`config.mk`:
```
export PLATFORM = sky130hd
export DESIGN_NAME = top_edge_preserving_filter
export DESIGN_NICKNAME = d
export VERILOG_FILES = /design/src/rtl/top_edge_preserving_filter.sv
export SDC_FILE = /design/constraint.sdc
export NUM_CORES = 1
export LEC_CHECK = 0
export CAP_MARGIN = 40
export CORE_MARGIN = 3
export CORE_UTILIZATION = 30
export DETAILED_ROUTE_END_ITERATION = 10
export GPL_TIMING_DRIVEN = 0
export MAX_ROUTING_LAYER = met4
export PLACE_DENSITY = 0.56
export SYNTH_ARGS = -nofsm -noshare
export SYNTH_HDL_FRONTEND = slang
export SYNTH_SLANG_ARGS = --single-unit
```
`constraint.sdc`:
```
create_clock -name clk -period 2 [get_ports clk]
set_clock_uncertainty 0.1 [all_clocks]
set_input_delay 0.5 -clock clk [delete_from_list [all_inputs] [get_ports clk]]
set_output_delay 0.5 -clock clk [all_outputs]
set_load 0.01 [all_outputs]
```
`src/rtl/top_edge_preserving_filter.sv`:
```
// ---------------------------------------------------------------------------
// top_edge_preserving_filter
//
// Edge-preserving denoise engine for 8-bit grayscale frames. A start pulse
// scans the zero-padded (IMG_H+2)x(IMG_W+2) frame held in the internal image
// memory. Each 3x3 neighbourhood is smoothed along whichever of the four
// directions through its centre (horizontal, vertical, 45, 135 degrees)
// shows the smallest intensity change. Edges therefore keep their
// sharpness while flat areas are averaged. The IMG_H x IMG_W result lands
// in the internal output memory.
//
// Ports:
//   clk    in   rising-edge clock for all logic
//   rst_n  in   asynchronous active-low reset
//   en     in   start request, sampled while idle or done
//   done   out  level flag, high once the whole frame has been written
//
// Hierarchy: instance "mem" (EpfFrameMem) holds Mem_img (input frame,
// loaded from outside) and Mem_fil_img (filtered output frame).
//
// Build option: define EPF_ROUND_EN for round-to-nearest averaging (+2
// before the divide by four). Leave it undefined for plain truncation.
// ---------------------------------------------------------------------------

// ---------------------------------------------------------------------------
// EpfFrameMem
//
// Frame storage for the filter. The padded input frame is read through nine
// combinational ports that together form the 3x3 window whose top-left
// corner is (rdRow_i, rdCol_i). The output frame has one synchronous write
// port. Neither array is reset, so contents survive a reset of the engine.
//
// Ports:
//   clk       in   write clock
//   wrEn_i    in   write strobe for Mem_fil_img
//   wrRow_i   in   output row being written
//   wrCol_i   in   output column being written
//   wrData_i  in   filtered pixel value
//   rdRow_i   in   window top row in the padded frame
//   rdCol_i   in   window left column in the padded frame
//   win_o     out  3x3 window, indexed [row offset][column offset]
// ---------------------------------------------------------------------------
module EpfFrameMem #(
    parameter int IMG_W = 256,
    parameter int IMG_H = 256,
    parameter int DW    = 8
) (
    input  logic                             clk,
    input  logic                             wrEn_i,
    input  logic [$clog2(IMG_H)-1:0]         wrRow_i,
    input  logic [$clog2(IMG_W)-1:0]         wrCol_i,
    input  logic [DW-1:0]                    wrData_i,
    input  logic [$clog2(IMG_H+2)-1:0]       rdRow_i,
    input  logic [$clog2(IMG_W+2)-1:0]       rdCol_i,
    output logic [2:0][2:0][DW-1:0]          win_o
);

    localparam int PRW = $clog2(IMG_H + 2);
    localparam int PCW = $clog2(IMG_W + 2);

    logic [DW-1:0] Mem_img     [0:IMG_H+1][0:IMG_W+1];
    logic [DW-1:0] Mem_fil_img [0:IMG_H-1][0:IMG_W-1];

    // Nine combinational taps. The engine never issues a window that would
    // run past the padded border, so the offsets cannot wrap.
    for (genvar i = 0; i < 3; i++) begin : gWinRow
        for (genvar j = 0; j < 3; j++) begin : gWinCol
            assign win_o[i][j] = Mem_img[rdRow_i + PRW'(i)][rdCol_i + PCW'(j)];
        end
    end

    // Output pixels are written one cycle after their window was evaluated.
    always_ff @(posedge clk) begin
        if (wrEn_i) begin
            Mem_fil_img[wrRow_i][wrCol_i] <= wrData_i;
        end
    end

endmodule

module top_edge_preserving_filter #(
    parameter int IMG_W = 256,
    parameter int IMG_H = 256,
    parameter int DW    = 8
) (
    input  logic clk,
    input  logic rst_n,
    input  logic en,
    output logic done
);

    localparam int RH  = $clog2(IMG_H);
    localparam int CH  = $clog2(IMG_W);
    localparam int PRW = $clog2(IMG_H + 2);
    localparam int PCW = $clog2(IMG_W + 2);

`ifdef EPF_ROUND_EN
    localparam logic [DW+1:0] ROUND_K = (DW+2)'(2);
`else
    localparam logic [DW+1:0] ROUND_K = '0;
`endif

    typedef enum logic [1:0] {
        IDLE = 2'd0,
        RUN  = 2'd1,
        DONE = 2'd2
    } state_e;

    state_e          state_q, state_d;
    logic [RH-1:0]   row_q, row_d;
    logic [CH-1:0]   col_q, col_d;
    logic            drain_q, drain_d;

    logic            vld_q, vld_d;
    logic [DW-1:0]   res_q, res_d;
    logic [RH-1:0]   wrRow_q;
    logic [CH-1:0]   wrCol_q;

    logic                    issue;
    logic                    lastPix;
    logic [2:0][2:0][DW-1:0] win;
    logic [DW-1:0]           cen;
    logic [3:0][DW-1:0]      p1;
    logic [3:0][DW-1:0]      p2;
    logic [3:0][DW-1:0]      act;
    logic [1:0]              sel;
    logic [DW+1:0]           sum;

    EpfFrameMem #(
        .IMG_W (IMG_W),
        .IMG_H (IMG_H),
        .DW    (DW)
    ) mem (
        .clk      (clk),
        .wrEn_i   (vld_q),
        .wrRow_i  (wrRow_q),
        .wrCol_i  (wrCol_q),
        .wrData_i (res_q),
        .rdRow_i  (PRW'(row_q)),
        .rdCol_i  (PCW'(col_q)),
        .win_o    (win)
    );

    assign lastPix = (row_q == RH'(IMG_H - 1)) && (col_q == CH'(IMG_W - 1));

    // drain_q marks that the final pixel has been issued; the RUN state then
    // waits exactly one cycle for its write before declaring the frame done.
    assign issue = (state_q == RUN) && !drain_q;

    assign done = (state_q == DONE);

    // Raster scan control: column fastest, one pixel issued per cycle.
    always_comb begin
        state_d = state_q;
        row_d   = row_q;
        col_d   = col_q;
        drain_d = drain_q;
        case (state_q)
            IDLE, DONE: begin
                if (en) begin
                    state_d = RUN;
                    row_d   = '0;
                    col_d   = '0;
                    drain_d = 1'b0;
                end
            end
            RUN: begin
                if (drain_q) begin
                    state_d = DONE;
                    drain_d = 1'b0;
                end else if (lastPix) begin
                    drain_d = 1'b1;
                end else if (col_q == CH'(IMG_W - 1)) begin
                    col_d = '0;
                    row_d = row_q + RH'(1);
                end else begin
                    col_d = col_q + CH'(1);
                end
            end
            default: begin
                state_d = IDLE;
            end
        endcase
    end

    always_ff @(posedge clk or negedge rst_n) begin
        if (!rst_n) begin
            state_q <= IDLE;
            row_q   <= '0;
            col_q   <= '0;
            drain_q <= 1'b0;
        end else begin
            state_q <= state_d;
            row_q   <= row_d;
            col_q   <= col_d;
            drain_q <= drain_d;
        end
    end

    // Direction pairs through the centre, index 0..3 = H, V, D45, D135.
    assign cen   = win[1][1];
    assign p1[0] = win[1][0];
    assign p2[0] = win[1][2];
    assign p1[1] = win[0][1];
    assign p2[1] = win[2][1];
    assign p1[2] = win[2][0];
    assign p2[2] = win[0][2];
    assign p1[3] = win[0][0];
    assign p2[3] = win[2][2];

    // Absolute difference through a signed-width intermediate: the extra
    // top bit of the subtraction tells which operand was larger.
    function automatic logic [DW-1:0] absDiff(input logic [DW-1:0] a,
                                              input logic [DW-1:0] b);
        logic [DW:0] d;
        logic [DW:0] n;
        d = {1'b0, a} - {1'b0, b};
        n = -d;
        return d[DW] ? n[DW-1:0] : d[DW-1:0];
    endfunction

    for (genvar k = 0; k < 4; k++) begin : gAct
        assign act[k] = absDiff(p1[k], p2[k]);
    end

    // Minimum-activity direction. Each test uses <= so that on a tie the
    // earlier direction wins, giving the H > V > D45 > D135 priority.
    always_comb begin
        sel = 2'd3;
        if ((act[0] <= act[1]) && (act[0] <= act[2]) && (act[0] <= act[3])) begin
            sel = 2'd0;
        end else if ((act[1] <= act[2]) && (act[1] <= act[3])) begin
            sel = 2'd1;
        end else if (act[2] <= act[3]) begin
            sel = 2'd2;
        end
    end

    // Weighted 1-2-1 average along the chosen direction. The sum peaks at
    // 4*(2^DW-1)+2, so the quotient always fits in DW bits.
    always_comb begin
        sum   = {2'b00, p1[sel]} + {1'b0, cen, 1'b0} + {2'b00, p2[sel]} + ROUND_K;
        res_d = DW'(sum >> 2);
        vld_d = issue;
    end

    // Single pipeline stage between window evaluation and the memory write.
    always_ff @(posedge clk or negedge rst_n) begin
        if (!rst_n) begin
            vld_q   <= 1'b0;
            res_q   <= '0;
            wrRow_q <= '0;
            wrCol_q <= '0;
        end else begin
            vld_q   <= vld_d;
            res_q   <= res_d;
            wrRow_q <= row_q;
            wrCol_q <= col_q;
        end
    end

endmodule

```
==> impl_results.md <==
- Run status: complete, no violations
- Largest net degree at the start of global routing: 12
- Post-Syn Instances: 122
- Synth warn: 0
- Synth Area in Adders: 2.14%
- Core Region: 3720 um2
- ANT nets after route: 0
- Total Nets Final: 139
- Crit share post-route: 91.5%
- Worst hold path class: register to register
- Unique cell type count in the Yosys netlist: 41
- IO Count: 4
- Max Clock Freq: 546 MHz
- Syn Area/Cell: 9.58 um2
- Post-synthesis xor/xnor area fraction: 0%
- HPWL after DPL: 1920 um
- Net Sw Frac: 36.0%
- Die height: 68.4 um
- First-pass GRT wire length: 4610 um
- Std cell rows: 22
- GRT Overall Usage: 13.1%
- LEAKAGE: 0.598 nW
- Fillers: 378
- Buffer and inverter count on the worst path: 0
- Synthesized area: 1170 um2
- Synth Register Bits: 19
- Met1 Use GR: 18.2%
- Part of the power in registers: 50.3%
- DRT iter0 DRCs: 99
- Pre-antenna DRT Iters: 4
- # hold bufs at CTS: 0
- Vias in the first global route: 967
- Via Count: 1004
- Most common cell after layout, fill and taps aside: dfrtp_1
- Compound-Gate Fraction of Synth Area: 20.6%
- Die area: 4680 um2
- TritonCTS buffer count: 3
- Largest family of logic cells by synthesized area: simple AND/OR/NAND/NOR gates
- Post-synthesis share of cell area spent on and, or, nand and nor gates: 32.0%
- Crit-path cells: ha_1 > and3_1 > nand4_1 > a211oi_1 > a211oi_1
- CP max FO: 7
- Most frequent cells in the layout: 19 x dfrtp_1, 10 x nand3_1, 10 x nand2_1, 8 x nand4_1, 8 x nor2_1
- Cell Count, Final, Fillers Out: 181
- Clk sinks: 19
- Worst-margin pin slew: 0.480 ns
- Final wirelength: 2620 um
- Starting Density: 31.4%
- Post-synth EDFFs: 0
- Drt drc: 0
- Rel. slew slack: 68.0%
- Total of max-cap violations: 0
- Crit Path Class: register to register
- Top Usage Layer GRT: met2
- Post-synth top area share: 40.7%
- Met3 Track Usage GR: 1.48%
- Inst Count DP: 174
- Sequential share of the synthesized area: 40.7%
- IO buf count: 3
- Critical-path top delay cell: dfrtp_1
- Root buffer cell: clkbuf_8
- Antenna violations before repair: 0
- Endpoints failing hold: 0
- Met2 usage: 20.1%
- Int Pwr: 761 uW
- CTS Buffer Depth: 2
- Synth Net Count: 127
- Avg Vias per Cell: 5.55
- Final setup viols: 0
- Synthesis-to-layout area growth: 14.9%
- # diodes: 0
- GR Overflow Total: 0
- Later-pin clock latency in the skew report: 0.26 ns
- Final Max Tran Viols: 0
- CP delay by family, top: simple AND/OR/NAND/NOR gates
- Routed len/inst: 14.5 um
- WP data required: 2.03 ns
- Post-layout minimum cycle time: 1.83 ns
- CTS tree: built
- Peak supply drop: 0.277 mV
- Power per cell area: 885 nW/um2
- Worst EP arrival: 1.86 ns
- Ys flop type: dfrtp_1
- Clock power frac: 23.5%
- Async SR Flop Fraction: 100%
- Slowest stage delay, CP: 0.41 ns
- Main area contributors after synthesis: dfrtp_1 41%, nand3_1 4.3%, nand4_1 4.3%
- Fraction of synthesized area in multiplexers: 1.71%
- Unrepaired setup endpoints after global routing: no
- Placer Congestion: 0.863
- Crit start category: register
- Logic pwr share: 26.1%
- Final Util: 36.1%
- CTS clk-pin slew, worst paths: 0.08 ns
- Worst path most repeated cell: a211oi_1
- H-tree Lvls: 1
- Leading area contributor after synthesis: dfrtp_1
- Share of cells above drive strength 1: 12.8%
- Die width: 68.4 um
- Switching pwr: 428 uW
- Worst setup EP type: register
-- state kept, by name, indices dropped and copies added (netlist names) --
name,cells
drain_q,1
state_q,2
col_q,8
row_q,8
-- worst paths after layout --
| kind | to | cells after the start | slack [ns] | startpoint |
|---|---|---|---|---|
| worst max-delay path | col_q[3] | 5 | 0.17 | col_q[0] |
| worst min-delay path | row_q[7] | 1 | 0.43 | row_q[7] |
| worst max register to register | col_q[3] | 5 | 0.17 | col_q[0] |
| worst min register to register | row_q[7] | 1 | 0.43 | row_q[7] |
| max in group asynchronous | col_q[5] | 2 | 0.89 | rst_n |
| min in group asynchronous | row_q[7] | 1 | 0.46 | rst_n |
-- cells in the mapped netlist (2+ instances only) --
cell type  count
mux2i_1        2
nor3_1         2
dfrtp_1       19
o31ai_1        2
a21boi_0       2
a22o_1         2
a2bb2oi_1      2
clkbuf_1       2
nor2b_1        2
o211ai_1       3
a211oi_1       2
nand3_1       10
a31oi_1        4
and2_1         2
and3_1         7
nand4_1        8
nand2_1       10
and4_1         3
nor2_1         8
inv_1          4
a21o_1         2
a21oi_1        2
ha_1           2
o21ai_0        3
-- power groups by stage --
stage	sequential (mW)	clock, mW	combinational, mW
floorplan	0.571	0	0.233
global placement	0.599	0	0.291
detailed placement	0.601	0	0.298
CTS	0.595	0.284	0.309
global route	0.614	0.305	0.357
finish	0.598	0.280	0.311
-- per-stage QoR --
| step | hold slack, ns | setup TNS (ns) | power [mW] | worst slack [ns] | instance area [um2] |
|---|---|---|---|---|---|
| 2_1_floorplan | 0.104 | 0 | 0.804 | 0.360 | 1170 |
| 3_3_place_gp | 0.412 | -0.847 | 0.890 | -0.260 | 1260 |
| 3_5_place_dp | 0.418 | -0.581 | 0.898 | -0.233 | 1270 |
| 4_1_cts | 0.436 | 0 | 1.19 | 0.00538 | 1330 |
| 5_1_grt | 0.476 | 0 | 1.28 | 0.0107 | 1340 |
| 6_report | 0.433 | 0 | 1.19 | 0.169 | 1340 |
-- logic make-up after synthesis --
family                     count (synthesis)
and+or+nand+nor                           61
muxes                                      2
buffers and inverters                      7
adders and majority gates                  2
DFF                                       19
AOI/OAI and AO/OA                         31
-- layer usage --
metal,vias up,part of all wire (%)
li1,497,-
met1,475,47
met2,28,48
met3,4,3.9
met4,0,0.99
met5,-,0
-- cell type report --
class	count	area (um2)	area share, %
Sequential cell	19	475	35.4
Tap cell	48	60.1	4.47
Clock buffer	3	41.3	3.08
Timing Repair Buffer	7	66.3	4.94
Inverter	4	15.0	1.12
Buffer	3	20.0	1.49
Multi-Input combinational cell	96	659	49.1
Clock inverter	1	5.00	0.373
-- what timing repair did --
action | 4_1_cts | 5_1_grt
endpoints found under the setup margin | 1 | 8
pin swaps | 0 | 1
resized for setup | 0 | 4
endpoints found under the hold margin | 0 | 0
setup buffers | 2 | 1
(Power assumes the default switching activity.)
